===== src/rtl/pipe_perf_monitor_pkg.sv =====
// Shared types and constants for the pipeline performance monitor:
// run-control states, readout select codes and default widths.
package pipe_perf_monitor_pkg;

  localparam int DEF_CNT_W = 32;
  localparam int DEF_PC_W  = 32;

  typedef enum logic [1:0] {
    ST_IDLE = 2'd0,
    ST_RUN  = 2'd1,
    ST_DONE = 2'd2
  } state_e;

  localparam logic [1:0] SEL_CYCLE = 2'd0;
  localparam logic [1:0] SEL_STALL = 2'd1;
  localparam logic [1:0] SEL_FLUSH = 2'd2;
  localparam logic [1:0] SEL_PC    = 2'd3;

endpackage


===== src/rtl/pipe_perf_monitor_sat_counter.sv =====
// Saturating up-counter with synchronous clear; holds at all-ones instead of wrapping.
module pipe_perf_monitor_sat_counter
  import pipe_perf_monitor_pkg::*;
#(
  parameter int CNT_W = DEF_CNT_W
) (
  input  logic             clk_i,
  input  logic             rst_i,
  input  logic             inc_i,
  input  logic             clr_i,
  output logic [CNT_W-1:0] cnt_o
);

  // NOTE: sequential state is written with non-blocking assignments so every
  // flop in the design samples pre-edge values regardless of block order.
  always_ff @(posedge clk_i or negedge rst_i) begin
    if (!rst_i) begin
      cnt_o <= '0;
    end else if (clr_i) begin
      cnt_o <= '0;
    end else if (inc_i && (cnt_o != '1)) begin
      cnt_o <= cnt_o + CNT_W'(1);
    end
  end

endmodule


===== src/rtl/pipe_perf_monitor.sv =====
// Counts run cycles, hazard stalls and redirect flushes of a CPU run, captures the
// last redirect PC, and serves registered single-cycle readouts.
module pipe_perf_monitor
  import pipe_perf_monitor_pkg::*;
#(
  parameter int CNT_W = DEF_CNT_W,
  parameter int PC_W  = DEF_PC_W
) (
  input  logic             clk_i,
  input  logic             rst_i,
  input  logic             start_i,
  input  logic             clear_i,
  input  logic [CNT_W-1:0] cycle_limit_i,
  input  logic             stall_i,
  input  logic             jump_i,
  input  logic             branch_i,
  input  logic             branch_eq_i,
  input  logic [PC_W-1:0]  pc_i,
  input  logic             rd_req_i,
  input  logic [1:0]       rd_sel_i,
  output logic [CNT_W-1:0] rd_data_o,
  output logic             rd_valid_o,
  output logic             running_o,
  output logic             done_o
);

  state_e           state_q, state_d;
  logic             sample;
  logic             stall_ev;
  logic             redirect_ev;
  logic             limit_hit;
  logic             pending_q;
  logic [PC_W-1:0]  redir_pc_q;
  logic [CNT_W-1:0] cycle_cnt, stall_cnt, flush_cnt;
  logic [CNT_W-1:0] pc_ext;
  logic [CNT_W-1:0] rd_mux;

  // Events only count in RUN while the CPU is enabled.
  assign sample      = (state_q == ST_RUN) && start_i;
  assign stall_ev    = stall_i && !jump_i && !branch_i;
  assign redirect_ev = jump_i || (branch_i && branch_eq_i);
  // The increment wraps to zero at saturation, which never equals a non-zero limit.
  assign limit_hit   = sample && (cycle_limit_i != '0) &&
                       ((cycle_cnt + CNT_W'(1)) == cycle_limit_i);

  always_ff @(posedge clk_i or negedge rst_i) begin
    if (!rst_i) begin
      state_q <= ST_IDLE;
    end else begin
      state_q <= state_d;
    end
  end

  always_comb begin
    state_d = state_q;
    if (clear_i) begin
      state_d = ST_IDLE;
    end else begin
      case (state_q)
        ST_IDLE: if (start_i)   state_d = ST_RUN;
        ST_RUN:  if (limit_hit) state_d = ST_DONE;
        ST_DONE: state_d = ST_DONE;
        default: state_d = ST_IDLE;
      endcase
    end
  end

  always_comb begin
    running_o = (state_q == ST_RUN);
    done_o    = (state_q == ST_DONE);
  end

  // A redirect raises pending for exactly one cycle; the flush counter consumes it next edge.
  always_ff @(posedge clk_i or negedge rst_i) begin
    if (!rst_i) begin
      pending_q  <= 1'b0;
      redir_pc_q <= '0;
    end else if (clear_i) begin
      pending_q  <= 1'b0;
      redir_pc_q <= '0;
    end else begin
      pending_q <= sample && redirect_ev;
      if (sample && redirect_ev) begin
        redir_pc_q <= pc_i;
      end
    end
  end

  pipe_perf_monitor_sat_counter #(.CNT_W(CNT_W)) u_cycle_cnt (
    .clk_i (clk_i),
    .rst_i (rst_i),
    .inc_i (sample),
    .clr_i (clear_i),
    .cnt_o (cycle_cnt)
  );

  pipe_perf_monitor_sat_counter #(.CNT_W(CNT_W)) u_stall_cnt (
    .clk_i (clk_i),
    .rst_i (rst_i),
    .inc_i (sample && stall_ev),
    .clr_i (clear_i),
    .cnt_o (stall_cnt)
  );

  pipe_perf_monitor_sat_counter #(.CNT_W(CNT_W)) u_flush_cnt (
    .clk_i (clk_i),
    .rst_i (rst_i),
    .inc_i (pending_q),
    .clr_i (clear_i),
    .cnt_o (flush_cnt)
  );

  assign pc_ext = CNT_W'(redir_pc_q);

  always_comb begin
    // NOTE: assigning a default before the case keeps every path driven, so no latch is inferred.
    rd_mux = cycle_cnt;
    case (rd_sel_i)
      SEL_CYCLE: rd_mux = cycle_cnt;
      SEL_STALL: rd_mux = stall_cnt;
      SEL_FLUSH: rd_mux = flush_cnt;
      SEL_PC:    rd_mux = pc_ext;
      default:   rd_mux = cycle_cnt;
    endcase
  end

  // Readout captures pre-update values, so a read coincident with clear returns pre-clear data.
  always_ff @(posedge clk_i or negedge rst_i) begin
    if (!rst_i) begin
      rd_data_o  <= '0;
      rd_valid_o <= 1'b0;
    end else begin
      rd_valid_o <= rd_req_i;
      if (rd_req_i) begin
        rd_data_o <= rd_mux;
      end
    end
  end

endmodule


===== config.mk =====
export PLATFORM = sky130hd
export DESIGN_NAME = pipe_perf_monitor
export DESIGN_NICKNAME = d
export VERILOG_FILES = /design/src/rtl/pipe_perf_monitor_pkg.sv /design/src/rtl/pipe_perf_monitor_sat_counter.sv /design/src/rtl/pipe_perf_monitor.sv
export SDC_FILE = /design/constraint.sdc
export NUM_CORES = 1
export LEC_CHECK = 0
export ABC_CLOCK_PERIOD_IN_PS = 7600
export BUFFER_PORTS_ARGS = -buffer_cell sky130_fd_sc_hd__clkbuf_2
export CAP_MARGIN = 20
export CORE_MARGIN = 4
export CORE_UTILIZATION = 64
export CTS_CLUSTER_DIAMETER = 120
export DETAILED_ROUTE_END_ITERATION = 10
export PLACE_DENSITY = 0.9
export SLEW_MARGIN = 20
export SYNTH_ARGS = -nofsm -noshare
export SYNTH_HDL_FRONTEND = slang
export SYNTH_SLANG_ARGS = --single-unit

===== constraint.sdc =====
create_clock -name clk_i -period 7.6 [get_ports clk_i]
set_input_delay 0.76 -clock clk_i [delete_from_list [all_inputs] [get_ports clk_i]]
set_output_delay 0.76 -clock clk_i [all_outputs]
set_load 0.005 [all_outputs]

==> results of run 1 <==
==> registers in the layout, summed over array words and instances, names as in the netlist <==
| register | count |
|---|---|
| rd_valid_o | 1 |
| rd_data_o | 32 |
| state_q | 2 |
| u_cycle_cnt.cnt_o | 32 |
| pending_q | 1 |
| u_stall_cnt.cnt_o | 32 |
| u_flush_cnt.cnt_o | 32 |
| pc_ext | 32 |
==> worst register-to-register path, delay by kind of cell (launching register included) <==
kind,cells,cell delay [ns]
muxes,1,0.35
adders and majority gates,1,0.33
and+or+nand+nor,6,2.36
AOI/OAI and AO/OA,1,0.14
DFF,1,0.52
==> area by class of cell <==
cell class | instances | share of cell area
inverters | 8 | 0.002828
clock buffers | 22 | 0.04465
well taps | 184 | 0.02168
flip-flops and latches | 164 | 0.3864
multi-input cells | 725 | 0.4733
clock inverters | 10 | 0.01614
repair buffers | 113 | 0.05502
==> cell usage in the layout, fill, tap and decap left out, types with 4 or more instances in the layout <==
cell type  count
or3_1         15
clkbuf_2     107
mux2_2        33
nor3_1        19
dfrtp_1      164
inv_1          8
and4_1         9
nand2_1      120
clkbuf_16     17
nand4_1       33
buf_4          5
nor2_1       116
and3_1        11
nor2b_1        6
and2_1         7
xnor2_1       64
nand3_1       44
ha_1           6
nor4_1        23
mux4_2        30
or4_1          7
xor2_1        61
bufinv_16      4
a21oi_1       51
o21ai_0       19
==> cells by family (layout without fill, tap and decap cells) <==
family	after synthesis	count (layout)
XOR/XNOR	125	125
adder cells (fa/ha/maj)	6	6
AND/OR/NAND/NOR	432	432
AO/OA/AOI/OAI	93	93
flip-flops	164	164
buffers and inverters	69	153
multiplexers	69	69
==> metrics by stage <==
stage          total power, mW  instances  worst slack (ns)  hold slack (ns)
5_1_grt                  2.186       1226             3.697           0.5048
3_3_place_gp             1.175       1194             4.119           0.4889
6_report                 2.120       1226             3.843           0.4140
2_1_floorplan            1.083        958             4.660           0.4644
3_5_place_dp             1.183       1194             3.971           0.4955
4_1_cts                  2.116       1226             3.971           0.4769
==> synth_stat cells (7+ instances only) <==
library cell	instances
xor2_1	61
and2_1	7
or3_1	15
nor3_1	19
clkbuf_1	38
nand3_1	44
nor2_1	117
and4_1	9
o21ai_0	19
mux4_2	30
or4_1	7
and3_1	11
dfrtp_1	164
nor4_1	24
inv_1	8
mux2_2	33
nand4_1	33
a21oi_1	51
nand2_1	120
xnor2_1	64
==> metal layers <==
layer | routed length (um) | share of wire | up-vias | global-route usage
met5 | 61 | 0.0022 | - | 0.02353
met3 | 3230 | 0.12 | 109 | 0.08842
met4 | 1074 | 0.039 | 4 | 0.1320
li1 | - | - | 3529 | -
met1 | 10300 | 0.38 | 3906 | 0.4593
met2 | 12750 | 0.46 | 600 | 0.5162
==> how the worst max path moves through the flow <==
stage,from,end,slack (ns)
floorplan,u_cycle_cnt.cnt_o[0],state_q[0],4.66
global route,u_cycle_cnt.cnt_o[0],state_q[0],3.70
CTS,u_cycle_cnt.cnt_o[0],state_q[0],3.97
global placement,u_cycle_cnt.cnt_o[0],state_q[0],4.12
finish,u_cycle_cnt.cnt_o[0],state_q[0],3.84
detailed placement,u_cycle_cnt.cnt_o[0],state_q[0],3.97
==> power by group <==
group | leakage [nW] | switching (mW) | internal (mW)
registers | 2.28 | 0.0288 | 0.902
clock network | 0.305 | 0.366 | 0.580
logic | 1.90 | 0.156 | 0.0886
==> flow_metrics.env, run 1 <==
export IMPL_path_delay_family="simple AND/OR/NAND/NOR gates"
export IMPL_postSynthCellCount=958
export IMPL_worstPathCellList="ha_1 -> nand4_1 -> nor3_1 -> a21oi_1 -> nand4b_1 -> or4_1 -> nor4_2 -> mux2_1 -> nand2_1"
export IMPL_synthArstFlopShare=1.000
export IMPL_wire_per_inst_um=22.37
export IMPL_via_per_inst=6.646
export IMPL_worstPathArrival_ns=4.14
export IMPL_core_um2=14530
export IMPL_grt_overflow=0
export IMPL_multi_input_area_um2=5026
export IMPL_cts_tree="built"
export IMPL_status="complete, no violations"
export IMPL_hold_violations=0
export IMPL_synth_top_area_share=0.4322
export IMPL_htreeDepth=4
export IMPL_synth_top_family_by_area="simple AND/OR/NAND/NOR gates"
export IMPL_cts_hold_buffers_added=0
export IMPL_final_antenna_net_count=0
export IMPL_synthMuxAreaShare=0.1202
export IMPL_synth_nets=1039
export IMPL_regToRegSetupSlack_ns=3.84
export IMPL_fin_util=0.7307
export IMPL_cts_made_buffers=17
export IMPL_final_nets=1110
export IMPL_netlist_cell_type_count=63
export IMPL_antenna_cells=0
export IMPL_cpMaxStageDelayCell="nor3_1"
export IMPL_synthFlopType="dfrtp_1"
export IMPL_gp_congestion=0.9484
export IMPL_relSlewSlack=0.3520
export IMPL_r2r_start="u_cycle_cnt.cnt_o[0]"
export IMPL_crit_path_max_fanout=14
export IMPL_port_buffers=109
export IMPL_first_pass_iters=6
export IMPL_endpoint_kind="flip-flop"
export IMPL_cp_buffers_inverters=0
export IMPL_fin_skew_ns=0.01602
export IMPL_cp_depth=9
export IMPL_synth_fa_ha_area_frac=0.007906
export IMPL_yosys_warnings=0
export IMPL_die_area_um2=16850
export IMPL_drt_initial_drc_count=1422
export IMPL_syn_cell_area_um2=9495
export IMPL_die_y_um=129.8
export IMPL_seq_area_um2=4104
export IMPL_grt_start_max_net_pins=102
export IMPL_globalRouteTotalUtil=0.3357
export IMPL_rows=44
export IMPL_cp_required_ns=7.98
export IMPL_path_clk_slew_ns=0.07
export IMPL_tightest_slew_ns=0.9720
export IMPL_peakVddDrop_mv=0.1989
export IMPL_synth_area_per_cell_um2=9.912
export IMPL_fill_cells=985
export IMPL_area_growth_pct=11.85
export IMPL_drive_gt1_frac=0.2159
export IMPL_seq_area_frac_synth=0.4322
export IMPL_ys_ff_latch=164
export IMPL_cap_violations=0
export IMPL_synth_xor_area_frac=0.1153
export IMPL_yosysTopAreaCell="dfrtp_1"
export IMPL_antenna_found_initial=1
export IMPL_die_x_um=129.8
export IMPL_fin_area_um2=10620
export IMPL_crit_type="flip-flop to flip-flop"
export IMPL_tns_ns=0
export IMPL_start_kind="flip-flop"
export IMPL_ioPinCount=110
export IMPL_power_density_nw_per_um2=199.7
export IMPL_cts_root_buf="clkbuf_16"
export IMPL_r2r_cells=9
export IMPL_yosys_top_cells_area="dfrtp_1 43%, mux4_2 7.1%, xnor2_1 5.9%"
export IMPL_synth_simple_area_share=0.2262
export IMPL_p_leak_nw=4.486
export IMPL_hold_class="input pin to asynchronous set/reset pin"
export IMPL_drcViolationCount=0
export IMPL_clk_latency_ns=0.44
export IMPL_synth_edff_count=0
export IMPL_place_area_um2=9962
export IMPL_synth_compound_area_share=0.05758
export IMPL_period_share=0.4944
export IMPL_final_max_slew_viol_count=0
export IMPL_dp_hpwl_mm=18.25
export IMPL_post_cts_setup_buffer_count=0
export IMPL_grt_pass1_wl_mm=43.04
export IMPL_max_freq_ghz=0.2661
export IMPL_post_cts_resized=0
export IMPL_grt_pass1_vias=7824
export IMPL_num_vias=8148
export IMPL_clkSinkCount=164
export IMPL_finalSetupViolations=0
export IMPL_reg2reg_to="state_q[0]"
export IMPL_fin_crit_ns=3.757
export IMPL_max_stage_delay_ns=0.81
export IMPL_initial_utilization=0.6533
export IMPL_clockBufferDepth=2
export IMPL_drt_wl_total_mm=27.42
export IMPL_rsz0062_at_grt="false"
(Power assumes the default switching activity.)
==> run 2: changes to the inputs <==
ABC_CLOCK_PERIOD_IN_PS = 3500   (was 7600)
CORE_UTILIZATION = 59   (was 64)
PLACE_DENSITY = 0.84   (was 0.9)
clock period = 3.5 ns   (was 7.6 ns; I/O delays follow)
==> run 2 against run 1 <==
Compared with the run above:
- combinational power up 120%
- design area is 1.3% higher
- clock power rose by 96%
- maximum frequency rose by 16%
- via count decreased by 2.3%
- sequential share of layout area decreased by 0.51 points
- utilization fell by 5.1 points
- clock-buffer cell count down 1
- cell count up 4.4%
- non-clock buffer count grew 22
- critical path type unchanged
- critical endpoint unchanged
- largest cell class unchanged
- highest routed layer is now met4
==> flow_metrics.env, run 2 (synthesized netlist as in run 1, its figures left out) <==
export IMPL_globalRouteTotalUtil=0.2942
export IMPL_seqPwrFrac=0.456
export IMPL_grt_pass1_vias=7753
export IMPL_htreeDepth=4
export IMPL_hold_violations=0
export IMPL_rows=46
export IMPL_setup_worst_path_end="state_q[0]"
export IMPL_grt_overflow=0
export IMPL_area_growth_pct=13.34
export IMPL_pwr_share_clk=0.420
export IMPL_cts_tree="built"
export IMPL_top_usage_layer="met2"
export IMPL_final_max_slew_viol_count=0
export IMPL_seq_area_um2=4104
export IMPL_status="complete, no violations"
export IMPL_initial_utilization=0.5999
export IMPL_peakVddDrop_mv=0.3337
export IMPL_path_clk_slew_ns=0.07
export IMPL_clockBufferDepth=2
export IMPL_clkSinkCount=164
export IMPL_crit_type="flip-flop to flip-flop"
export IMPL_relSlewSlack=0.3462
export IMPL_fin_skew_ns=0.009003
export IMPL_via_per_inst=6.222
export IMPL_final_common_cell="dfrtp_1"
export IMPL_final_cell_mix="164 x dfrtp_1, 120 x nand2_1, 116 x nor2_1, 107 x clkbuf_2, 64 x xnor2_1"
export IMPL_dp_hpwl_mm=18.71
export IMPL_grt_start_max_net_pins=112
export IMPL_crit_path_start="u_cycle_cnt.cnt_o[2]"
export IMPL_worstPathArrival_ns=3.61
export IMPL_start_kind="flip-flop"
export IMPL_crit_path_frequent_cell="or4_1"
export IMPL_cp_depth=8
export IMPL_core_um2=15830
export IMPL_port_buffers=109
export IMPL_max_stage_delay_ns=0.76
export IMPL_power_density_nw_per_um2=409.9
export IMPL_use_met2=0.4352
export IMPL_swShare=0.2624
export IMPL_ioPinCount=110
export IMPL_antenna_cells=0
export IMPL_drt_wl_total_mm=25.85
export IMPL_final_nets=1132
export IMPL_reg2reg_to="state_q[0]"
export IMPL_antenna_found_initial=0
export IMPL_regToRegSetupSlack_ns=0.26
export IMPL_fin_crit_ns=3.241
export IMPL_hold_ws_ns=0.1345
export IMPL_cap_violations=0
export IMPL_tightest_slew_ns=0.9808
export IMPL_r2r_start="u_cycle_cnt.cnt_o[2]"
export IMPL_die_area_um2=18190
export IMPL_cp_buffers_inverters=0
export IMPL_cts_made_buffers=17
export IMPL_cts_root_buf="clkbuf_16"
export IMPL_multi_input_area_um2=5009
export IMPL_switchingPower_mw=1.157
export IMPL_path_delay_family="simple AND/OR/NAND/NOR gates"
export IMPL_tns_ns=0
export IMPL_cp_required_ns=3.87
export IMPL_max_freq_ghz=0.3086
export IMPL_clk_latency_ns=0.43
export IMPL_first_pass_iters=6
export IMPL_hold_class="input pin to flip-flop"
export IMPL_gp_congestion=0.9858
export IMPL_rsz0062_at_grt="false"
export IMPL_worstPathCellList="nand2_2 -> or4_1 -> nor3_2 -> o32ai_1 -> or4_1 -> nor4_2 -> mux2_1 -> nand2_1"
export IMPL_grt_pass1_wl_mm=41.28
export IMPL_p_leak_nw=4.574
export IMPL_wire_per_inst_um=20.20
export IMPL_p_int_mw=3.253
export IMPL_crit_path_max_fanout=10
export IMPL_drt_initial_drc_count=821
export IMPL_cpMaxStageDelayCell="or4_1"
export IMPL_drcViolationCount=0
export IMPL_drive_gt1_frac=0.2293
export IMPL_finalSetupViolations=0
export IMPL_die_y_um=134.9
export IMPL_die_x_um=134.9
export IMPL_num_vias=7964
export IMPL_grtUsageMet3=0.05999
export IMPL_period_share=0.9259
export IMPL_fill_cells=1206
export IMPL_combPwrFrac=0.123
export IMPL_endpoint_kind="flip-flop"
export IMPL_r2r_cells=8
export IMPL_use_met1=0.4350
export IMPL_final_antenna_net_count=0
[run 2: power groups by stage]
stage,clock network [mW],registers [mW],logic [mW]
3_3_place_gp,0,2.04,0.530
5_1_grt,1.95,2.02,0.601
6_report,1.85,2.01,0.544
3_5_place_dp,0,2.04,0.542
4_1_cts,1.87,2.01,0.548
2_1_floorplan,0,2.03,0.325
[run 2: timing repair]
action,CTS,global route
hold buffers,1,0
hold endpoints to repair,53,0
resized for setup,0,0
setup buffers,0,3
endpoints found under the setup margin,0,1
[run 2: final cells by class]
| cell class | count | area share |
|---|---|---|
| Multi-Input combinational cell | 725 | 0.4654 |
| Sequential cell | 164 | 0.3814 |
| Timing Repair Buffer | 135 | 0.07104 |
| Clock buffer | 21 | 0.04279 |
| Tap cell | 216 | 0.02511 |
| Clock inverter | 11 | 0.01151 |
| Inverter | 8 | 0.002790 |
[run 2: worst reg2reg max path, cell delays in order (launching register included)]
cell,delay [ns]
dfrtp_1,0.56
nand2_2,0.16
or4_1,0.76
nor3_2,0.34
o32ai_1,0.12
or4_1,0.57
nor4_2,0.28
mux2_1,0.34
nand2_1,0.06
[run 2: per-layer routing]
metal,vias to the layer above,wire (um)
li1,3578,-
met1,3909,10910
met2,422,12030
met3,55,2320
met4,0,588
met5,-,0
[run 2: per-stage QoR]
stage | cells | area, um2 | utilization | power (mW) | setup slack [ns]
5_1_grt | 1280 | 10760 | 0.6799 | 4.571 | 0.09814
6_report | 1280 | 10760 | 0.6799 | 4.411 | 0.2593
3_3_place_gp | 1244 | 10140 | 0.6409 | 2.572 | 0.3018
3_5_place_dp | 1244 | 10140 | 0.6409 | 2.586 | 0.2474
2_1_floorplan | 958 | 9495 | - | 2.352 | 0.5602
4_1_cts | 1277 | 10740 | 0.6785 | 4.430 | 0.2214
[run 2: how the worst min path moves through the flow]
stage | startpoint | depth (start not counted) | end | slack [ns]
floorplan | rst_i | 0 | pc_ext[0] | 0.05
global placement | rst_i | 1 | u_cycle_cnt.cnt_o[22] | 0.34
detailed placement | rst_i | 1 | u_cycle_cnt.cnt_o[24] | 0.34
CTS | pc_i[21] | 3 | pc_ext[21] | 0.12
global route | pc_i[21] | 3 | pc_ext[21] | 0.12
finish | pc_i[21] | 3 | pc_ext[21] | 0.13
==> run 3: changes to the inputs <==
CORE_UTILIZATION = 60   (was 59)
PLACE_DENSITY = 0.85   (was 0.84)
SYNTH_HIERARCHICAL = 1   (was not set)
==> run 3 against run 2 <==
Compared with the run above:
- power fell by 0.46%
- highest routed layer is now met5
- cell count rose by 8.5%
- design area rose by 8.7%
- via count rose by 16%
- die area rose by 7.0%
- combinational power fell by 8.5%
- critical endpoint is now state_q[1]
- worst setup slack improved by 0.12 ns
- sequential power barely moved
- clock power barely moved
- clock-buffer cell count fell by 4
==> flow_metrics.env, run 3 <==
export IMPL_synthFlopType="dfrtp_1"
export IMPL_cts_root_buf="clkbuf_16"
export IMPL_cp_required_ns=3.86
export IMPL_drt_initial_drc_count=1004
export IMPL_grt_pass1_wl_mm=46.37
export IMPL_final_nets=1238
export IMPL_hold_ws_ns=0.1209
export IMPL_post_cts_resized=0
export IMPL_postSynthCellCount=1062
export IMPL_yosys_warnings=6
export IMPL_cts_hold_buffers_added=1
export IMPL_wire_per_inst_um=21.13
export IMPL_endpoint_kind="flip-flop"
export IMPL_seq_area_frac_synth=0.3957
export IMPL_cpMaxStageDelayCell="dfrtp_1"
export IMPL_crit_type="flip-flop to flip-flop"
export IMPL_met2_length_mm=13.89
export IMPL_post_cts_setup_buffer_count=0
export IMPL_grt_pass1_vias=8669
export IMPL_crit_path_start="u_cycle_cnt/cnt_o[0]"
export IMPL_whs_path_depth=3
export IMPL_hold_class="input pin to flip-flop"
export IMPL_htreeDepth=4
export IMPL_ys_ff_latch=164
export IMPL_power_density_nw_per_um2=375.3
export IMPL_final_antenna_net_count=0
export IMPL_finalSetupViolations=0
export IMPL_regToRegSetupSlack_ns=0.38
export IMPL_worstPathCellList="ha_1 -> nand3_1 -> or2_1 -> or3b_2 -> o211ai_1 -> nand4_1 -> a2111o_1 -> o21ai_2 -> a31oi_1 -> o22ai_1"
export IMPL_ioPinCount=110
export IMPL_yosysMostFrequentCell="dfrtp_1"
export IMPL_reg2reg_to="state_q[1]"
export IMPL_antenna_found_initial=1
export IMPL_drcViolationCount=0
export IMPL_start_kind="flip-flop"
export IMPL_tightest_slew_ns=0.9651
export IMPL_clkSinkCount=164
export IMPL_fin_crit_ns=3.124
export IMPL_cts_tree="built"
export IMPL_rows=47
export IMPL_met1_length_mm=12.05
export IMPL_multi_input_area_um2=5916
export IMPL_path_delay_family="compound AO/OA/AOI/OAI gates"
export IMPL_r2r_cells=10
export IMPL_cts_made_buffers=17
export IMPL_synth_common_cells="164 x dfrtp_1, 106 x nand2_1, 89 x nor2_1"
export IMPL_max_stage_delay_ns=0.55
export IMPL_crit_path_max_fanout=10
export IMPL_yosys_top_cells_area="dfrtp_1 40%, mux4_2 6.7%, mux2_2 5.1%"
export IMPL_grt_start_max_net_pins=70
export IMPL_max_freq_ghz=0.3201
export IMPL_clk_latency_ns=0.44
export IMPL_clockBufferDepth=2
export IMPL_synthArstFlopShare=1.000
export IMPL_final_cell_mix="164 x dfrtp_1, 107 x clkbuf_2, 106 x nand2_1, 88 x nor2_1, 70 x a21oi_1"
export IMPL_dp_hpwl_mm=20.98
export IMPL_tns_ns=0
export IMPL_netlist_cell_type_count=80
export IMPL_synth_top_area_share=0.3957
export IMPL_peakVddDrop_mv=0.3627
export IMPL_worstPathArrival_ns=3.48
export IMPL_area_growth_pct=12.79
export IMPL_synth_area_per_cell_um2=9.766
export IMPL_grt_overflow=0
export IMPL_cp_buffers_inverters=0
export IMPL_die_area_um2=19450
export IMPL_drt_wl_total_mm=29.35
export IMPL_final_common_cell="dfrtp_1"
export IMPL_path_clk_slew_ns=0.07
export IMPL_hold_path_startpoint="pc_i[7]"
export IMPL_fin_skew_ns=0.01156
export IMPL_hold_violations=0
export IMPL_p_leak_nw=4.936
export IMPL_rsz0062_at_grt="false"
export IMPL_synth_nets=1144
export IMPL_final_max_slew_viol_count=0
export IMPL_die_x_um=139.5
export IMPL_num_vias=9199
export IMPL_yosysTopAreaCell="dfrtp_1"
export IMPL_antenna_cells=0
export IMPL_gp_congestion=0.9645
export IMPL_cap_violations=0
export IMPL_first_pass_iters=9
export IMPL_period_share=0.8925
export IMPL_status="complete, no violations"
export IMPL_highest_layer="met5"
export IMPL_die_y_um=139.5
export IMPL_port_buffers=109
export IMPL_via_per_inst=6.623
export IMPL_syn_cell_area_um2=10370
export IMPL_wl_met3_mm=2.496
export IMPL_min_to="pc_ext[7]"
export IMPL_initial_utilization=0.6188
export IMPL_synth_edff_count=0
export IMPL_fill_cells=1238
export IMPL_globalRouteTotalUtil=0.2984
export IMPL_drive_gt1_frac=0.2447
export IMPL_relSlewSlack=0.3566
export IMPL_seq_area_um2=4104
export IMPL_core_um2=16760
export IMPL_r2r_start="u_cycle_cnt/cnt_o[0]"
run 3: worst max path at each step:
stage | depth (start not counted) | to | slack [ns]
final | 10 | state_q[1] | 0.38
after global routing | 9 | state_q[0] | 0.18
after CTS | 9 | state_q[1] | 0.37
after detailed placement | 9 | state_q[1] | 0.39
after global placement | 9 | state_q[1] | 0.47
after floorplan | 10 | state_q[1] | 0.81
run 3: power by group:
group / switching, mW / internal (mW)
Combinational: 0.302 / 0.195
Sequential: 0.0560 / 1.95
Clock: 0.867 / 1.02
Total: 1.22 / 3.17
run 3: worst min-delay path, cell delays in order:
cell	delay [ns]
clkbuf_2	0.08
nand2_1	0.04
a21oi_1	0.05
run 3: through the flow:
| step | cell area [um2] | cells | utilization | power (mW) | setup slack, ns |
|---|---|---|---|---|---|
| final | 11700 | 1389 | 0.6979 | 4.391 | 0.3764 |
| after detailed placement | 11100 | 1356 | 0.6623 | 2.543 | 0.3855 |
| after global placement | 11100 | 1356 | 0.6623 | 2.527 | 0.4704 |
| after CTS | 11700 | 1389 | 0.6979 | 4.407 | 0.3739 |
| after global routing | 11700 | 1389 | 0.6979 | 4.533 | 0.1815 |
| after floorplan | 10370 | 1062 | - | 2.322 | 0.8102 |
run 3: area by class of cell:
class	count	area share
Multi-Input combinational cell	819	0.5057
Sequential cell	164	0.3508
Timing Repair Buffer	126	0.06065
Clock buffer	17	0.03637
Tap cell	220	0.02353
Clock inverter	15	0.01391
Inverter	28	0.008985
run 3: kinds of logic (layout without fill, tap and decap cells):
| logic type | count (synthesis) | in the layout | synth area share |
|---|---|---|---|
| AOI/OAI and AO/OA | 171 | 171 | 0.1094 |
| xor gates and xnor gates | 75 | 75 | 0.06334 |
| adders and majority gates | 7 | 7 | 0.008445 |
| buffers and inverters | 79 | 186 | 0.03414 |
| DFF | 164 | 164 | 0.3957 |
| muxes | 86 | 86 | 0.1291 |
| and+or+nand+nor | 480 | 480 | 0.2599 |
run 3: metal layers:
layer  global-route usage  vias to the layer above
met5                    0                        -
met4              0.09269                        2
met3              0.05557                       94
met2               0.4873                      526
met1               0.4084                     4462
li1                     -                     4115
